## src/rtl/bcd_scan_display_if.sv

```systemverilog
// Display-side bundle for bcd_scan_display: snapshot/load inputs and the
// registered segment/anode scan outputs.
interface bcd_scan_display_if #(
  parameter int DIGITS = 4
);
  logic                  load;
  logic [4*DIGITS-1:0]   bcd_in;
  logic                  blank_lz;
  logic [6:0]            seg;
  logic [DIGITS-1:0]     an;
  logic [2:0]            digit_idx;
  logic                  frame_done;

  modport master (
    output load, bcd_in, blank_lz,
    input  seg, an, digit_idx, frame_done
  );

  modport slave (
    input  load, bcd_in, blank_lz,
    output seg, an, digit_idx, frame_done
  );
endinterface

```

## src/rtl/bcd_scan_display.sv

```systemverilog
// Time-multiplexed common-anode 7-segment driver for a BCD counter chain,
// with snapshot on load, inter-digit blanking gap and leading-zero blanking.
//
// state | meaning
// SHOW  | current digit anode on, segments decoded from snapshot
// GAP   | all anodes off; index advances on the last gap cycle
module bcd_scan_display #(
  parameter int DIGITS         = 4,
  parameter int PRESCALE       = 1000,
  parameter int GAP_CYCLES     = 2,
  parameter bit SEG_ACTIVE_LOW = 1'b1,
  parameter bit AN_ACTIVE_LOW  = 1'b1
) (
  input logic clk,
  input logic rst,
  bcd_scan_display_if.slave bus
);

  typedef enum logic {SHOW = 1'b0, GAP = 1'b1} state_t;

  localparam int MAXC = (PRESCALE > GAP_CYCLES) ? PRESCALE : GAP_CYCLES;
  localparam int CW   = $clog2(MAXC + 1);
  localparam logic [CW-1:0]     SHOW_LAST = CW'(PRESCALE - 1);
  localparam logic [CW-1:0]     GAP_LAST  = CW'(GAP_CYCLES - 1);
  localparam logic [2:0]        IDX_LAST  = 3'(DIGITS - 1);
  localparam logic [6:0]        SEG_OFF   = SEG_ACTIVE_LOW ? 7'h7F : 7'h00;
  localparam logic [DIGITS-1:0] AN_OFF    = AN_ACTIVE_LOW ? {DIGITS{1'b1}} : {DIGITS{1'b0}};

  state_t              state, state_nx;
  logic [CW-1:0]       cnt, cnt_nx;
  logic [2:0]          idx, idx_nx;
  logic                wrap;
  logic [4*DIGITS-1:0] snap;

  logic [3:0]          cur_code;
  logic                cur_blank;
  logic [DIGITS-1:0]   zero_from;
  logic [6:0]          seg_lit, seg_d;
  logic [DIGITS-1:0]   an_on, an_d;

  function automatic logic [6:0] decode(input logic [3:0] code);
    case (code)
      4'd0:    decode = 7'h3F;
      4'd1:    decode = 7'h06;
      4'd2:    decode = 7'h5B;
      4'd3:    decode = 7'h4F;
      4'd4:    decode = 7'h66;
      4'd5:    decode = 7'h6D;
      4'd6:    decode = 7'h7D;
      4'd7:    decode = 7'h07;
      4'd8:    decode = 7'h7F;
      4'd9:    decode = 7'h6F;
      default: decode = 7'h40;
    endcase
  endfunction

  always_ff @(posedge clk or posedge rst) begin
    if (rst) begin
      state <= SHOW;
      cnt   <= '0;
      idx   <= '0;
    end else begin
      state <= state_nx;
      cnt   <= cnt_nx;
      idx   <= idx_nx;
    end
  end

  // Snapshot is independent of the scan timing so a load never shifts on-time.
  always_ff @(posedge clk or posedge rst) begin
    if (rst)
      snap <= '0;
    else if (bus.load)
      snap <= bus.bcd_in;
  end

  always_comb begin
    state_nx = state;
    cnt_nx   = cnt + CW'(1);
    idx_nx   = idx;
    wrap     = 1'b0;
    case (state)
      SHOW: begin
        if (cnt == SHOW_LAST) begin
          cnt_nx   = '0;
          state_nx = GAP;
        end
      end
      GAP: begin
        if (cnt == GAP_LAST) begin
          cnt_nx   = '0;
          state_nx = SHOW;
          if (idx == IDX_LAST) begin
            idx_nx = '0;
            wrap   = 1'b1;
          end else begin
            idx_nx = idx + 3'd1;
          end
        end
      end
      default: state_nx = SHOW;
    endcase
  end

  // zero_from[i]: digits i..DIGITS-1 all zero; invalid codes count as non-zero.
  always_comb begin
    logic acc;
    acc       = 1'b1;
    zero_from = '0;
    for (int i = DIGITS - 1; i >= 0; i--) begin
      acc          = acc & (snap[4*i +: 4] == 4'd0);
      zero_from[i] = acc;
    end
  end

  always_comb begin
    cur_code  = '0;
    cur_blank = 1'b0;
    an_on     = '0;
    for (int i = 0; i < DIGITS; i++) begin
      if (idx == 3'(i)) begin
        cur_code  = snap[4*i +: 4];
        cur_blank = (i != 0) && zero_from[i];
        an_on[i]  = 1'b1;
      end
    end
    if (state == SHOW) begin
      seg_lit = (bus.blank_lz && cur_blank) ? 7'h00 : decode(cur_code);
    end else begin
      seg_lit = 7'h00;
      an_on   = '0;
    end
    seg_d = SEG_ACTIVE_LOW ? ~seg_lit : seg_lit;
    an_d  = AN_ACTIVE_LOW ? ~an_on : an_on;
  end

  always_ff @(posedge clk or posedge rst) begin
    if (rst) begin
      bus.seg        <= SEG_OFF;
      bus.an         <= AN_OFF;
      bus.frame_done <= 1'b0;
    end else begin
      bus.seg        <= seg_d;
      bus.an         <= an_d;
      bus.frame_done <= wrap;
    end
  end

  assign bus.digit_idx = idx;

endmodule

```

## src/flat_wrapper.sv

```systemverilog
// flat-port wrapper written by rule: the top's interface ports become plain ports
module bcd_scan_display_flat 
#(
  parameter int DIGITS         = 4,
  parameter int PRESCALE       = 1000,
  parameter int GAP_CYCLES     = 2,
  parameter bit SEG_ACTIVE_LOW = 1'b1,
  parameter bit AN_ACTIVE_LOW  = 1'b1
)
  (clk, rst, bus_load, bus_bcd_in, bus_blank_lz, bus_seg, bus_an, bus_digit_idx, bus_frame_done);
  bcd_scan_display_if #(.DIGITS(DIGITS)) bus_i ();
  input logic clk;
  input logic rst;
  input wire logic [$bits(bus_i.load)-1:0] bus_load;
  input wire logic [$bits(bus_i.bcd_in)-1:0] bus_bcd_in;
  input wire logic [$bits(bus_i.blank_lz)-1:0] bus_blank_lz;
  output wire logic [$bits(bus_i.seg)-1:0] bus_seg;
  output wire logic [$bits(bus_i.an)-1:0] bus_an;
  output wire logic [$bits(bus_i.digit_idx)-1:0] bus_digit_idx;
  output wire logic [$bits(bus_i.frame_done)-1:0] bus_frame_done;
  assign bus_i.load = bus_load;
  assign bus_i.bcd_in = bus_bcd_in;
  assign bus_i.blank_lz = bus_blank_lz;
  assign bus_seg = bus_i.seg;
  assign bus_an = bus_i.an;
  assign bus_digit_idx = bus_i.digit_idx;
  assign bus_frame_done = bus_i.frame_done;
  bcd_scan_display #(.DIGITS(DIGITS), .PRESCALE(PRESCALE), .GAP_CYCLES(GAP_CYCLES), .SEG_ACTIVE_LOW(SEG_ACTIVE_LOW), .AN_ACTIVE_LOW(AN_ACTIVE_LOW)) u_core (.clk(clk), .rst(rst), .bus(bus_i));
endmodule
```

## config.mk

```make
export PLATFORM = sky130hd
export DESIGN_NAME = bcd_scan_display_flat
export DESIGN_NICKNAME = d
export VERILOG_FILES = /design/src/rtl/bcd_scan_display_if.sv /design/src/rtl/bcd_scan_display.sv /design/src/flat_wrapper.sv
export SDC_FILE = /design/constraint.sdc
export NUM_CORES = 1
export LEC_CHECK = 0
export CAP_MARGIN = 20
export CORE_ASPECT_RATIO = 0.5
export CORE_MARGIN = 2
export CORE_UTILIZATION = 30
export DETAILED_ROUTE_END_ITERATION = 16
export GPL_TIMING_DRIVEN = 0
export PLACE_DENSITY = 0.58
export SLEW_MARGIN = 10
export SYNTH_ARGS = -nofsm -noshare
export SYNTH_HDL_FRONTEND = slang
export SYNTH_SLANG_ARGS = --single-unit
```

## constraint.sdc

```tcl
create_clock -name clk -period 5.9 [get_ports clk]
set_input_delay 1.18 -clock clk [delete_from_list [all_inputs] [get_ports clk]]
set_output_delay 1.18 -clock clk [all_outputs]
set_load 0.005 [all_outputs]
```

Yosys cells after proc, flatten, opt, wreduce, memory -nomap -nowiden
Memories as Yosys holds them, arrays and structs flattened.
Cells that the tools add are included.
Storage, ports and cells
  memories: 1
  word-level logic and storage cells: 49
  ROM bits: 112
  input port bits: 20
  register bits: 42
Memories
  (name not given): words 16, width 7, read ports 1, clocked after Yosys merged registers in 0, write ports 0, line bcd_scan_display.sv:42  | case (code)
Operators by class
  reductions and logical operators: 6
  bitwise gates (word level): 5
  mux-type cells: 23
  equal/unequal tests: 5
  $add $sub $neg: 2
Operators by type and width (number)
  10-bit two-way mux: 2
  4-bit two-way mux: 5
  10-bit one-hot mux with 2 select lines: 1
  7-bit two-way mux: 2
  4-bit logical NOT: 3
  1-bit two-way mux: 11
  10-bit by 1-bit adder with 10-bit output, second input constant: 1
  10-bit by 1-bit equality test with 1-bit output, second input constant: 1
  10-bit equality test, second input constant: 1
  7-bit inverter: 1
  3-bit by 2-bit equality test with 1-bit output, second input constant: 2
  4-bit inverter: 1
  3-bit by 1-bit adder with 3-bit output, second input constant: 1
  3-bit by 1-bit equality test with 1-bit output, second input constant: 1
  3-bit logical NOT: 1
  3-bit two-way mux: 1
  1-bit AND: 2
  1-bit one-hot mux with 2 select lines: 1
  2-bit AND reduction: 1
  1-bit logical AND: 1
  1-bit inverter: 1

Logic depth before layout (Yosys ltp)
Gate-level depths: netlist (run 1).
  depth in word-level cells: 10
  depth in mapped cells: 11
  depth with buffers taken out: 10

Worst setup path before layout (run 1)
OpenSTA, ideal clock, no wires.
  kind: register to register
  start: register u_core.idx[1] (netlist: u_core.bus.digit_idx[1])
  end: register u_core.bus.seg[5]
  path slack: 3.614 ns
  library setup time: 0.078 ns
  required time: 5.822 ns
  stages on the path, launching flop included: 11
  buffers on the path: 1
  data arrival time: 2.208 ns
  cells stage by stage: dfrtp_1 > inv_1 > ha_1 > buf_6 > nor2b_1 > o21bai_1 > a22oi_1 > inv_1 > ha_1 > or3_1 > a31o_2
Between the ends
  cells in the longest elaborated chain, start to end: 9
  elaborated cells between the ends (all ways): 16
  classes of those cells: eq/ne (3); mux (9); bitwise (1); reduce/logical (2); memory (1)
RTL lines
  from (decl): line bcd_scan_display.sv:31  | logic [2:0] idx, idx_nx;
  from (signal assigned): line bcd_scan_display.sv:65  | idx <= idx_nx;
  3-bit logical NOT: line bcd_scan_display.sv:121  | if (idx == 3'(i)) begin
  4-bit two-way mux (4 in a row): line bcd_scan_display.sv:121
  memory read 16 x 7 bit
  7-bit two-way mux (*): line bcd_scan_display.sv:128  | seg_lit = (bus.blank_lz && cur_blank) ? 7'h00 : decode(cur_code);
  7-bit two-way mux (*): line bcd_scan_display.sv:127  | if (state == SHOW) begin
  7-bit inverter (*): line bcd_scan_display.sv:133  | seg_d = SEG_ACTIVE_LOW ? ~seg_lit : seg_lit;
  via u_core.seg_d[5]: line bcd_scan_display.sv:38  | logic [6:0] seg_lit, seg_d;
  to (signal assigned): line bcd_scan_display.sv:143  | bus.seg <= seg_d;
  to (decl): line bcd_scan_display_if.sv:21  | output seg, an, digit_idx, frame_done
The timed path passes the listed nets; every way through them passes the cells marked *.
A chain may end at the register's enable or synchronous reset.

Final worst setup path (run 1)
  start: register u_core.idx[0] (netlist: u_core.bus.digit_idx[0])
  end: register u_core.bus.seg[5]
Same word-level chain as after synthesis.

==> out/metrics.csv, run 1 <==
stage;metric;value;unit
outcome;status;finished clean;
floorplanning;die height;63.7;um
placed_design;hpwl dp;3.14;mm
global_route;GRT Util Overall;0.118;
sta;clk_skew;5.81;ps
power_and_ir_drop;PD cells;249;nW/um2
min_path;hold path startpoint;u_core.cnt[0];
sta;Period Utilization, post-route;0.436;
synth;Mean Syn Cell Area;11.2;um2
placed_design;port bufs;33;
synth;Synth Area in XOR/XNOR;0.0327;
clocking;hold_buf cts;0;
clocking;total CTS buffers;5;
sta;worst slew pin tran;728;ps
floorplanning;I/O pin count;35;
layout;antenna cells;0;
critical_path;CP Capture Type;flop;
global_route;gr ovfl total;0;
layout;net count reported at finish;264;
power_and_ir_drop;Leakage;1.16;nW
critical_path;Slowest cell on crit path;a32oi_1;
sta;min cycle time layout;2570;ps
floorplanning;row cnt;21;
clocking;post-cts sizing count;0;
placed_design;placed cell area;2610;um2
critical_path;Largest delay share family, worst path;compound AO/OA/AOI/OAI gates;
clocking;root buf cell;clkbuf_16;
critical_path;crit-path max cell delay;480;ps
sta;Setup TNS;0;ps
route;DRC;0;
critical_path;CP Buf/Inv Count;3;
synth;syn nets;223;
floorplanning;DIE AREA;7870;um2
job;maxcap violations;0;
critical_path;worst setup path category;flop to flop;
clocking;clock transition at the registers of the reported paths;60;ps
clocking;clock tree sinks;42;
floorplanning;initial cell density of the core;0.315;
synth;largest family of logic cells by synthesized area;simple AND/OR/NAND/NOR gates;
global_route;initial antenna violation count;0;
layout;design area;2760;um2
sta;final hold vios;0;
sta;endpoints failing setup;0;
route;Vias/cell;4.67;
route;final wirelength;4.12;mm
synth;multiplexer share of the synthesized area;0.0859;
layout;sequential cell area;1060;um2
floorplanning;DIE WIDTH;123;um
synth;Yosys warnings;0;
critical_path;required time worst endpoint;6110;ps
clocking;post-CTS setup buffer count;0;
floorplanning;Placeable Area;6810;um2
synth;number of flops mapped to enable cells by yosys;0;
synth;top post-synthesis cells by area;dfrtp_1 (36%), dfstp_2 (14%), mux2_2 (7.9%);
critical_path;CP Launch Point;u_core.bus.digit_idx[0];
clocking;CTS tree;done;
synth;fraction of the yosys area taken by sequential cells;0.497;
min_path;worst hold path class;flop to flop;
route;Final ANT Viol Nets;0;
sta;RSZ-0062 raised after global routing;false;
synth;cell count after synthesis;192;
critical_path;Setup crit start kind;flop;
power_and_ir_drop;Peak VDD IR;0.104;mV
critical_path;Worst EP arrival;2780;ps
sta;max_slew headroom;0.509;
synth;Netlist cell types;43;
layout;layout cell share with drive strength beyond 1;0.222;
synth;Simple-Gate Fraction of Synth Area;0.146;
synth;Most used DFF post-synth;dfrtp_1;
synth;synthesized-area fraction occupied by adder cells;0.0643;
sta;pins over their slew limit;0;
sta;Max Freq;388;MHz
critical_path;worst-path cell chain;inv_1 -> ha_1 -> buf_6 -> a21oi_1 -> o21ai_0 -> a32oi_1 -> inv_1 -> ha_1 -> or3_1 -> a31o_2;
layout;area delta synth->final;28.8;%
synth;Synth Area in Compound Gates;0.130;
layout;Layout fillers;645;
synth;Yosys top cell by area;dfrtp_1;
clocking;Worst-Skew Late Latency;280;ps
sta;Final Hold Slack;492;ps
global_route;vias in the first global route;1592;
critical_path;Max FO, Critical Path;10;
layout;multi-input logic area;983;um2
layout;fin util;0.405;
route;First-pass DRT Iterations;4;
synth;Synth Cell Area;2140;um2
synth;top cell type's share of synthesized area;0.362;
critical_path;reg2reg start;u_core.bus.digit_idx[0];
synth;Synth top cells by count;dfrtp_1 (31), nand2_1 (16), nor2_1 (16);
route;Initial DRC Count;61;
route;via count;1523;
route;average wire per standard cell;12.6;um
synth;Post-synth ARST share;1.00;
global_route;largest net degree at the start of global routing;32;
clocking;CTS Buffer Depth;2;
synth;most instantiated library cell after synthesis;dfrtp_1;
clocking;# H-tree levels;2;
placed_design;Placer Congestion;0.835;
global_route;first-pass GRT wire length;7.21;mm
synth;register bit total from synthesis;42;
-- cell type report --
type,instances,share of cell area
flip-flops and latches,42,0.386
multi-input cells,132,0.357
repair buffers,34,0.127
clock buffers,6,0.0504
well taps,92,0.0417
plain buffers,7,0.0186
inverters,11,0.0150
clock inverters,2,0.00454
-- layer usage --
metal | track usage | wire, um | vias to the layer above
li1 | - | - | 747
met1 | 0.144 | 1990 | 753
met2 | 0.204 | 1960 | 19
met3 | 0.0295 | 112 | 4
met4 | 0.0426 | 57 | 0
met5 | 0 | 0 | -
-- layout by cell type (no fill, tap or decap), types with 2 or more instances in the layout --
cell type / count
a31o_2: 2
nor4_1: 2
a21oi_1: 3
nor2b_1: 4
inv_1: 10
o211ai_1: 4
nor3_1: 3
buf_2: 2
nand2_1: 16
dfrtp_1: 31
a32oi_1: 2
o21ai_0: 7
a21boi_0: 2
ha_1: 11
xor2_1: 3
buf_6: 3
clkdlybuf4s50_1: 33
nor2_1: 16
a211oi_2: 2
o21bai_1: 2
dfstp_2: 11
or2_2: 2
and3_1: 4
nand3_1: 3
clkbuf_16: 5
a21o_1: 5
xnor2_1: 5
mux2_2: 15
nand2b_1: 5
-- cells by family (layout without fill, tap and decap cells) --
logic type / Yosys count / after routing
multiplexers: 16 / 16
buffers and inverters: 18 / 60
adder cells (fa/ha/maj): 11 / 11
flip-flops: 42 / 42
AO/OA/AOI/OAI: 37 / 37
XOR/XNOR: 8 / 8
AND/OR/NAND/NOR: 60 / 60
-- stage by stage --
stage | power [W] | std cells | setup WS [ps]
global placement | 0.000416 | 317 | 2900
detailed placement | 0.000419 | 318 | 3310
finish | 0.000686 | 326 | 3330
global route | 0.000723 | 326 | 3110
CTS | 0.000696 | 326 | 3330
floorplan | 0.000376 | 192 | 3610
-- worst paths after layout --
path,endpoint,slack [ps],cells past startpoint
max,u_core.bus.seg[5],3330,10
min,u_core.cnt[0],490,1
max reg2reg,u_core.bus.seg[5],3330,10
min reg2reg,u_core.cnt[0],490,1
max in group asynchronous,u_core.bus.seg[6],4230,3
min in group asynchronous,u_core.cnt[3],1150,2
-- state kept, by name, indices dropped and copies added (netlist names) --
name	count
u_core.bus.digit_idx	3
u_core.bus.an	4
u_core.bus.frame_done	1
u_core.cnt	10
u_core.bus.seg	7
u_core.state	1
u_core.snap	16
-- power breakdown --
group | internal [W] | switching [W]
logic | 0.0000537 | 0.0000353
clock network | 0.000167 | 0.000105
registers | 0.000313 | 0.0000115
Note: power is estimated with default switching activity, not from simulation.
==> run 2: changes to the inputs <==
==> constraint.sdc (replaced) <==
create_clock -name clk -period 2.5 [get_ports clk]
set_input_delay 0.5 -clock clk [delete_from_list [all_inputs] [get_ports clk]]
set_output_delay 0.5 -clock clk [all_outputs]
set_load 0.005 [all_outputs]
==> run 2 against run 1 <==
- count of clock-buffer cells in the layout stayed put
- critical path type unchanged
- fmax is 10% higher
- largest power group unchanged
- total power rose by 140%
- highest routed layer unchanged
==> out/metrics.csv, run 2 (synthesized netlist as in run 1, its figures left out) <==
stage;metric;value;unit;change
outcome;status;finished clean;;
clocking;total CTS buffers;5;;unchanged
power_and_ir_drop;PD cells;581;nW/um2;+130%
layout;layout cell share with drive strength beyond 1;0.257;;+0.0352
layout;commonest non-fill, non-tap cell in the layout;clkdlybuf4s50_1;;
min_path;worst hold path class;input port to asynchronous set/reset pin;;
sta;endpoints failing setup;0;;unchanged
global_route;vias in the first global route;1594;;+0.13%
route;First-pass DRT Iterations;4;;unchanged
layout;Layout fillers;647;;+0.31%
sta;worst slew pin tran;727;ps;-0.610 ps
clocking;clock tree sinks;42;;unchanged
placed_design;dpl ws;-55.5;ps;-3360 ps
sta;pins over their slew limit;0;;unchanged
sta;max_slew headroom;0.510;;about the same
floorplanning;initial cell density of the core;0.315;;unchanged
sta;Max Freq;429;MHz;+10%
critical_path;worst setup path category;flop to flop;;
clocking;hold_buf cts;0;;unchanged
clocking;# H-tree levels;2;;unchanged
critical_path;worst reg-to-reg path cell count;10;;unchanged
placed_design;Placer Congestion;0.835;;unchanged
route;Initial DRC Count;60;;-1.6%
route;average wire per standard cell;12.6;um;about the same
placed_design;hpwl dp;3.14;mm;unchanged
floorplanning;Placeable Area;6810;um2;unchanged
route;final wirelength;4.16;mm;+1.0%
global_route;first-pass GRT wire length;7.21;mm;unchanged
floorplanning;DIE AREA;7870;um2;unchanged
layout;Largest register FFs;16;;unchanged
layout;fin util;0.412;;+0.00699
power_and_ir_drop;Leakage;1.17;nW;+1.4%
clocking;clock transition at the registers of the reported paths;60;ps;about the same
job;maxcap violations;0;;unchanged
critical_path;reg2reg start;u_core.bus.digit_idx[0];;
critical_path;CP Launch Point;u_core.bus.digit_idx[0];;
floorplanning;DIE WIDTH;123;um;unchanged
layout;area delta synth->final;31.0;%;
layout;Biggest register;u_core.snap;;
sta;clk_skew;5.64;ps;-0.178 ps
critical_path;Setup crit start kind;flop;;
clocking;CTS tree;done;;
route;Vias/cell;4.64;;-0.65%
placed_design;port bufs;33;;unchanged
global_route;gr ovfl total;0;;unchanged
layout;net count reported at finish;267;;+1.1%
critical_path;Setup crit end;u_core.bus.seg[5];;
global_route;largest net degree at the start of global routing;32;;unchanged
clocking;CTS Buffer Depth;2;;unchanged
sta;Period Utilization, post-route;0.932;;+0.496
floorplanning;die height;63.7;um;unchanged
layout;most frequent cells in the layout;clkdlybuf4s50_1 (33), dfrtp_1 (30), nand2_1 (16), nor2_1 (16), mux2_2 (15);;
critical_path;Worst EP arrival;2540;ps;-240 ps
critical_path;R2R setup slack;170;ps;-3160 ps
layout;antenna cells;0;;unchanged
floorplanning;I/O pin count;35;;unchanged
global_route;initial antenna violation count;0;;unchanged
global_route;GRT Util Overall;0.118;;unchanged
clocking;Worst-Skew Late Latency;280;ps;about the same
sta;final hold vios;0;;unchanged
sta;min cycle time layout;2330;ps;-243 ps
clocking;root buf cell;clkbuf_16;;
critical_path;required time worst endpoint;2710;ps;-3400 ps
power_and_ir_drop;Peak VDD IR;0.247;mV;+140%
layout;Largest regs;u_core.snap: 16 flops, u_core.cnt: 10 flops, u_core.bus.seg: 7 flops;;
critical_path;CP Capture Type;flop;;
route;Final ANT Viol Nets;0;;unchanged
route;DRC;0;;unchanged
route;via count;1527;;+0.26%
sta;Final Hold Slack;474;ps;-18.7 ps
critical_path;Max FO, Critical Path;10;;unchanged
sta;final setup margin;169;ps;-3160 ps
floorplanning;row cnt;21;;unchanged
critical_path;RR Endpoint;u_core.bus.seg[5];;
-- run 2: cell count changes in the layout (fill, tap and decap cells not counted), sizes merged --
cell,delta
buf,+3
-- run 2: how the worst min path moves through the flow --
stage,from,endpoint,slack (ps),cells after the start
3_5_place_dp,u_core.cnt[0],u_core.cnt[0],490,1
4_1_cts,rst,u_core.cnt[4],480,2
6_report,rst,u_core.cnt[3],470,2
3_3_place_gp,u_core.cnt[0],u_core.cnt[0],470,1
5_1_grt,rst,u_core.cnt[4],500,2
2_1_floorplan,u_core.cnt[0],u_core.cnt[0],450,1
-- run 2: per-stage QoR --
stage               TNS, ps  instances  power [W]  cell area, um2
floorplan                 0        192   0.000888            2140
global placement      -28.8        317   0.000981            2590
detailed placement    -55.5        318   0.000989            2610
CTS                       0        326    0.00165            2770
global route         -0.655        329    0.00172            2810
finish                    0        329    0.00163            2810
-- run 2: area by class of cell --
type	instances	area, um2	area share
plain buffers	7	51.3	0.0183
clock buffers	6	139	0.0495
clock inverters	2	12.5	0.00446
inverters	11	41.3	0.0147
multi-input cells	132	1010	0.359
flip-flops and latches	42	1070	0.380
well taps	92	115	0.0410
repair buffers	37	373	0.133
-- run 2: critical path: stages, from the launching register on --
cell and delay [ps]:
dfrtp_1 410, inv_2 70, ha_1 230, buf_6 150, a21oi_1 100, o21ai_1 90, a32oi_2 310, inv_1 110
ha_1 200, or3_1 340, a31o_2 240
-- run 2: where the power goes --
part / total, W / internal (W) / switching (W) / leakage (nW)
Sequential: 0.000766 / 0.000738 / 0.0000287 / 0.496
Clock: 0.000645 / 0.000395 / 0.000250 / 0.0729
Combinational: 0.000220 / 0.000135 / 0.0000851 / 0.605
-- run 2: timing repair --
action | 4_1_cts | 5_1_grt
buffers inserted | 0 | 3
pin swaps | 0 | 2
resized for setup | 2 | 6
endpoints found under the setup margin | 1 | 4
-- run 2: metal layers --
| layer | share of wire | wire length [um] | GRT usage |
|---|---|---|---|
| met2 | 0.49 | 2020 | 0.205 |
| met1 | 0.47 | 1970 | 0.143 |
| met5 | 0 | 0 | 0 |
| met3 | 0.027 | 111 | 0.0295 |
| met4 | 0.014 | 57 | 0.0426 |
==> run 3: changes to the inputs <==
--- a/config.mk
+++ b/config.mk
@@ -12,7 +12,6 @@
 export DETAILED_ROUTE_END_ITERATION = 16
 export GPL_TIMING_DRIVEN = 0
 export PLACE_DENSITY = 0.58
-export SLEW_MARGIN = 10
 export SYNTH_ARGS = -nofsm -noshare
 export SYNTH_HDL_FRONTEND = slang
 export SYNTH_SLANG_ARGS = --single-unit
==> run 3 against run 2 <==
- count of clock-buffer cells in the layout did not move
- sequential power barely moved
- setup slack got worse by 24 ps
- core utilization fell by 0.39 points
- clock skew shrank 2.6 ps
- critical path depth stayed put
- sequential share of layout area increased by 0.36 points
- via count shrank 0.46%
- non-clock buffer count shrank 1
==> out/metrics.csv, run 3 (synthesized netlist as in run 1, its figures left out) <==
stage;metric;value;unit;change
critical_path;Largest delay share family, worst path;compound AO/OA/AOI/OAI gates;;
floorplanning;I/O pin count;35;;unchanged
critical_path;required time worst endpoint;2720;ps;about the same
clocking;clock transition at the registers of the reported paths;60;ps;about the same
route;via count;1520;;-0.46%
clocking;root buf cell;clkbuf_16;;
global_route;grt met1 use;0.148;;+0.00459
critical_path;crit-path max cell delay;400;ps;about the same
critical_path;worst-path cell chain;inv_1 -> ha_1 -> buf_6 -> a21oi_1 -> o21ai_1 -> a32oi_2 -> inv_1 -> ha_1 -> or3_1 -> a31o_2;;
global_route;largest net degree at the start of global routing;43;;+34%
critical_path;CP Buf/Inv Count;3;;unchanged
sta;final hold vios;0;;unchanged
layout;area delta synth->final;29.8;%;
layout;Largest regs;u_core.snap: 16 flops, u_core.cnt: 10 flops, u_core.bus.seg: 7 flops;;
placed_design;hpwl dp;3.10;mm;-1.4%
clocking;CTS tree;done;;
placed_design;port bufs;33;;unchanged
route;final wirelength;4.19;mm;+0.72%
layout;Layout fillers;656;;+1.4%
job;maxcap violations;0;;unchanged
power_and_ir_drop;Peak VDD IR;0.242;mV;-1.8%
sta;worst slew pin tran;846;ps;+119 ps
layout;multi-input logic area;1000;um2;-0.62%
sta;Period Utilization, post-route;0.942;;+0.00977
layout;antenna cells;0;;unchanged
sta;max_slew headroom;0.435;;-0.0748
clocking;clock tree sinks;42;;unchanged
global_route;first-pass GRT wire length;7.40;mm;+2.6%
floorplanning;Placeable Area;6810;um2;unchanged
global_route;gr ovfl total;0;;unchanged
power_and_ir_drop;PD cells;588;nW/um2;+1.2%
critical_path;Max FO, Critical Path;10;;unchanged
power_and_ir_drop;Leakage;1.16;nW;-0.97%
floorplanning;die height;63.7;um;unchanged
layout;Biggest register;u_core.snap;;
power_and_ir_drop;overall power;0.00163;W;+0.23%
critical_path;Worst EP arrival;2570;ps;+30 ps
clocking;# H-tree levels;2;;unchanged
sta;endpoints failing setup;0;;unchanged
layout;Largest register FFs;16;;unchanged
route;Initial DRC Count;68;;+13%
floorplanning;DIE AREA;7870;um2;unchanged
global_route;GR Util met3;0.0482;;+0.0188
route;DRC;0;;unchanged
layout;sequential cell area;1070;um2;unchanged
sta;pins over their slew limit;0;;unchanged
route;Final ANT Viol Nets;0;;unchanged
sta;Setup TNS;0;ps;unchanged
global_route;busiest grt layer;met2;;
route;First-pass DRT Iterations;4;;unchanged
layout;layout cell share with drive strength beyond 1;0.250;;-0.00738
global_route;vias in the first global route;1598;;+0.25%
critical_path;Setup crit start kind;flop;;
layout;commonest non-fill, non-tap cell in the layout;clkdlybuf4s50_1;;
critical_path;Slowest cell on crit path;dfrtp_1;;
sta;Final Hold Slack;494;ps;+20.4 ps
route;average wire per standard cell;12.8;um;+1.0%
placed_design;Placer Congestion;0.835;;unchanged
floorplanning;row cnt;21;;unchanged
critical_path;CP Capture Type;flop;;
sta;min cycle time layout;2360;ps;+24.4 ps
global_route;initial antenna violation count;0;;unchanged
clocking;CTS Buffer Depth;2;;unchanged
sta;Max Freq;425;MHz;-1.0%
layout;net count reported at finish;266;;-0.37%
floorplanning;DIE WIDTH;123;um;unchanged
floorplanning;initial cell density of the core;0.315;;unchanged
clocking;Worst-Skew Late Latency;290;ps;about the same
placed_design;placed cell area;2590;um2;-0.77%
global_route;GR Layer Usage met2;0.207;;+0.00206
min_path;worst hold path class;flop to flop;;
layout;design area;2780;um2;-0.94%
clocking;total CTS buffers;5;;unchanged
route;Vias/cell;4.63;;-0.15%
global_route;GRT Util Overall;0.124;;+0.00560
critical_path;worst setup path category;flop to flop;;
sta;clk_skew;3.03;ps;-2.61 ps
layout;most frequent cells in the layout;clkdlybuf4s50_1 (33), dfrtp_1 (30), nand2_1 (16), nor2_1 (16), mux2_2 (15);;
outcome;status;finished clean;;
==> run 3: cell count changes in the layout (fill, tap and decap cells not counted), sizes merged <==
cell,delta
buf,-1
==> run 3: repair_timing <==
item                                    in CTS  in global routing
resized for setup                            2                  4
endpoints found under the setup margin       1                  4
pin swaps                                    0                  2
setup buffers                                0                  3
hold buffers                                 0                  0
==> run 3: per-stage QoR <==
step	setup WS, ps	util	instances
floorplan	214	-	192
global placement	-28.8	0.380	317
CTS	64.7	0.404	325
detailed placement	-74.5	0.380	317
global route	-12.4	0.408	328
finish	145	0.408	328
==> run 3: path summary, 6_finish.rpt <==
| check | endpoint | cells after the start | slack [ps] | from |
|---|---|---|---|---|
| worst max register to register | u_core.bus.seg[5] | 10 | 140 | u_core.bus.digit_idx[0] |
| worst min-delay path | u_core.cnt[0] | 1 | 490 | u_core.cnt[0] |
| worst min register to register | u_core.cnt[0] | 1 | 490 | u_core.cnt[0] |
| min in group asynchronous | u_core.snap[1] | 2 | 710 | rst |
| worst max-delay path | u_core.bus.seg[5] | 10 | 140 | u_core.bus.digit_idx[0] |
| max in group asynchronous | u_core.bus.digit_idx[1] | 2 | 1210 | rst |
==> run 3: cell type report <==
class	instances	share of cell area
well taps	92	0.0414
plain buffers	7	0.0185
inverters	11	0.0149
clock buffers	6	0.0500
repair buffers	36	0.127
flip-flops and latches	42	0.384
multi-input cells	132	0.360
clock inverters	2	0.00450
==> run 3: power breakdown <==
| part | internal, W | switching (W) | leakage, nW |
|---|---|---|---|
| logic | 0.000131 | 0.0000845 | 0.593 |
| clock network | 0.000395 | 0.000258 | 0.0729 |
| registers | 0.000738 | 0.0000285 | 0.496 |
| total | 0.00126 | 0.000371 | 1.16 |
==> run 3: per-layer routing <==
metal | vias up | part of all wire
met4 | 0 | 0.015
met5 | - | 0
met1 | 740 | 0.47
met3 | 6 | 0.043
met2 | 19 | 0.48
li1 | 755 | -
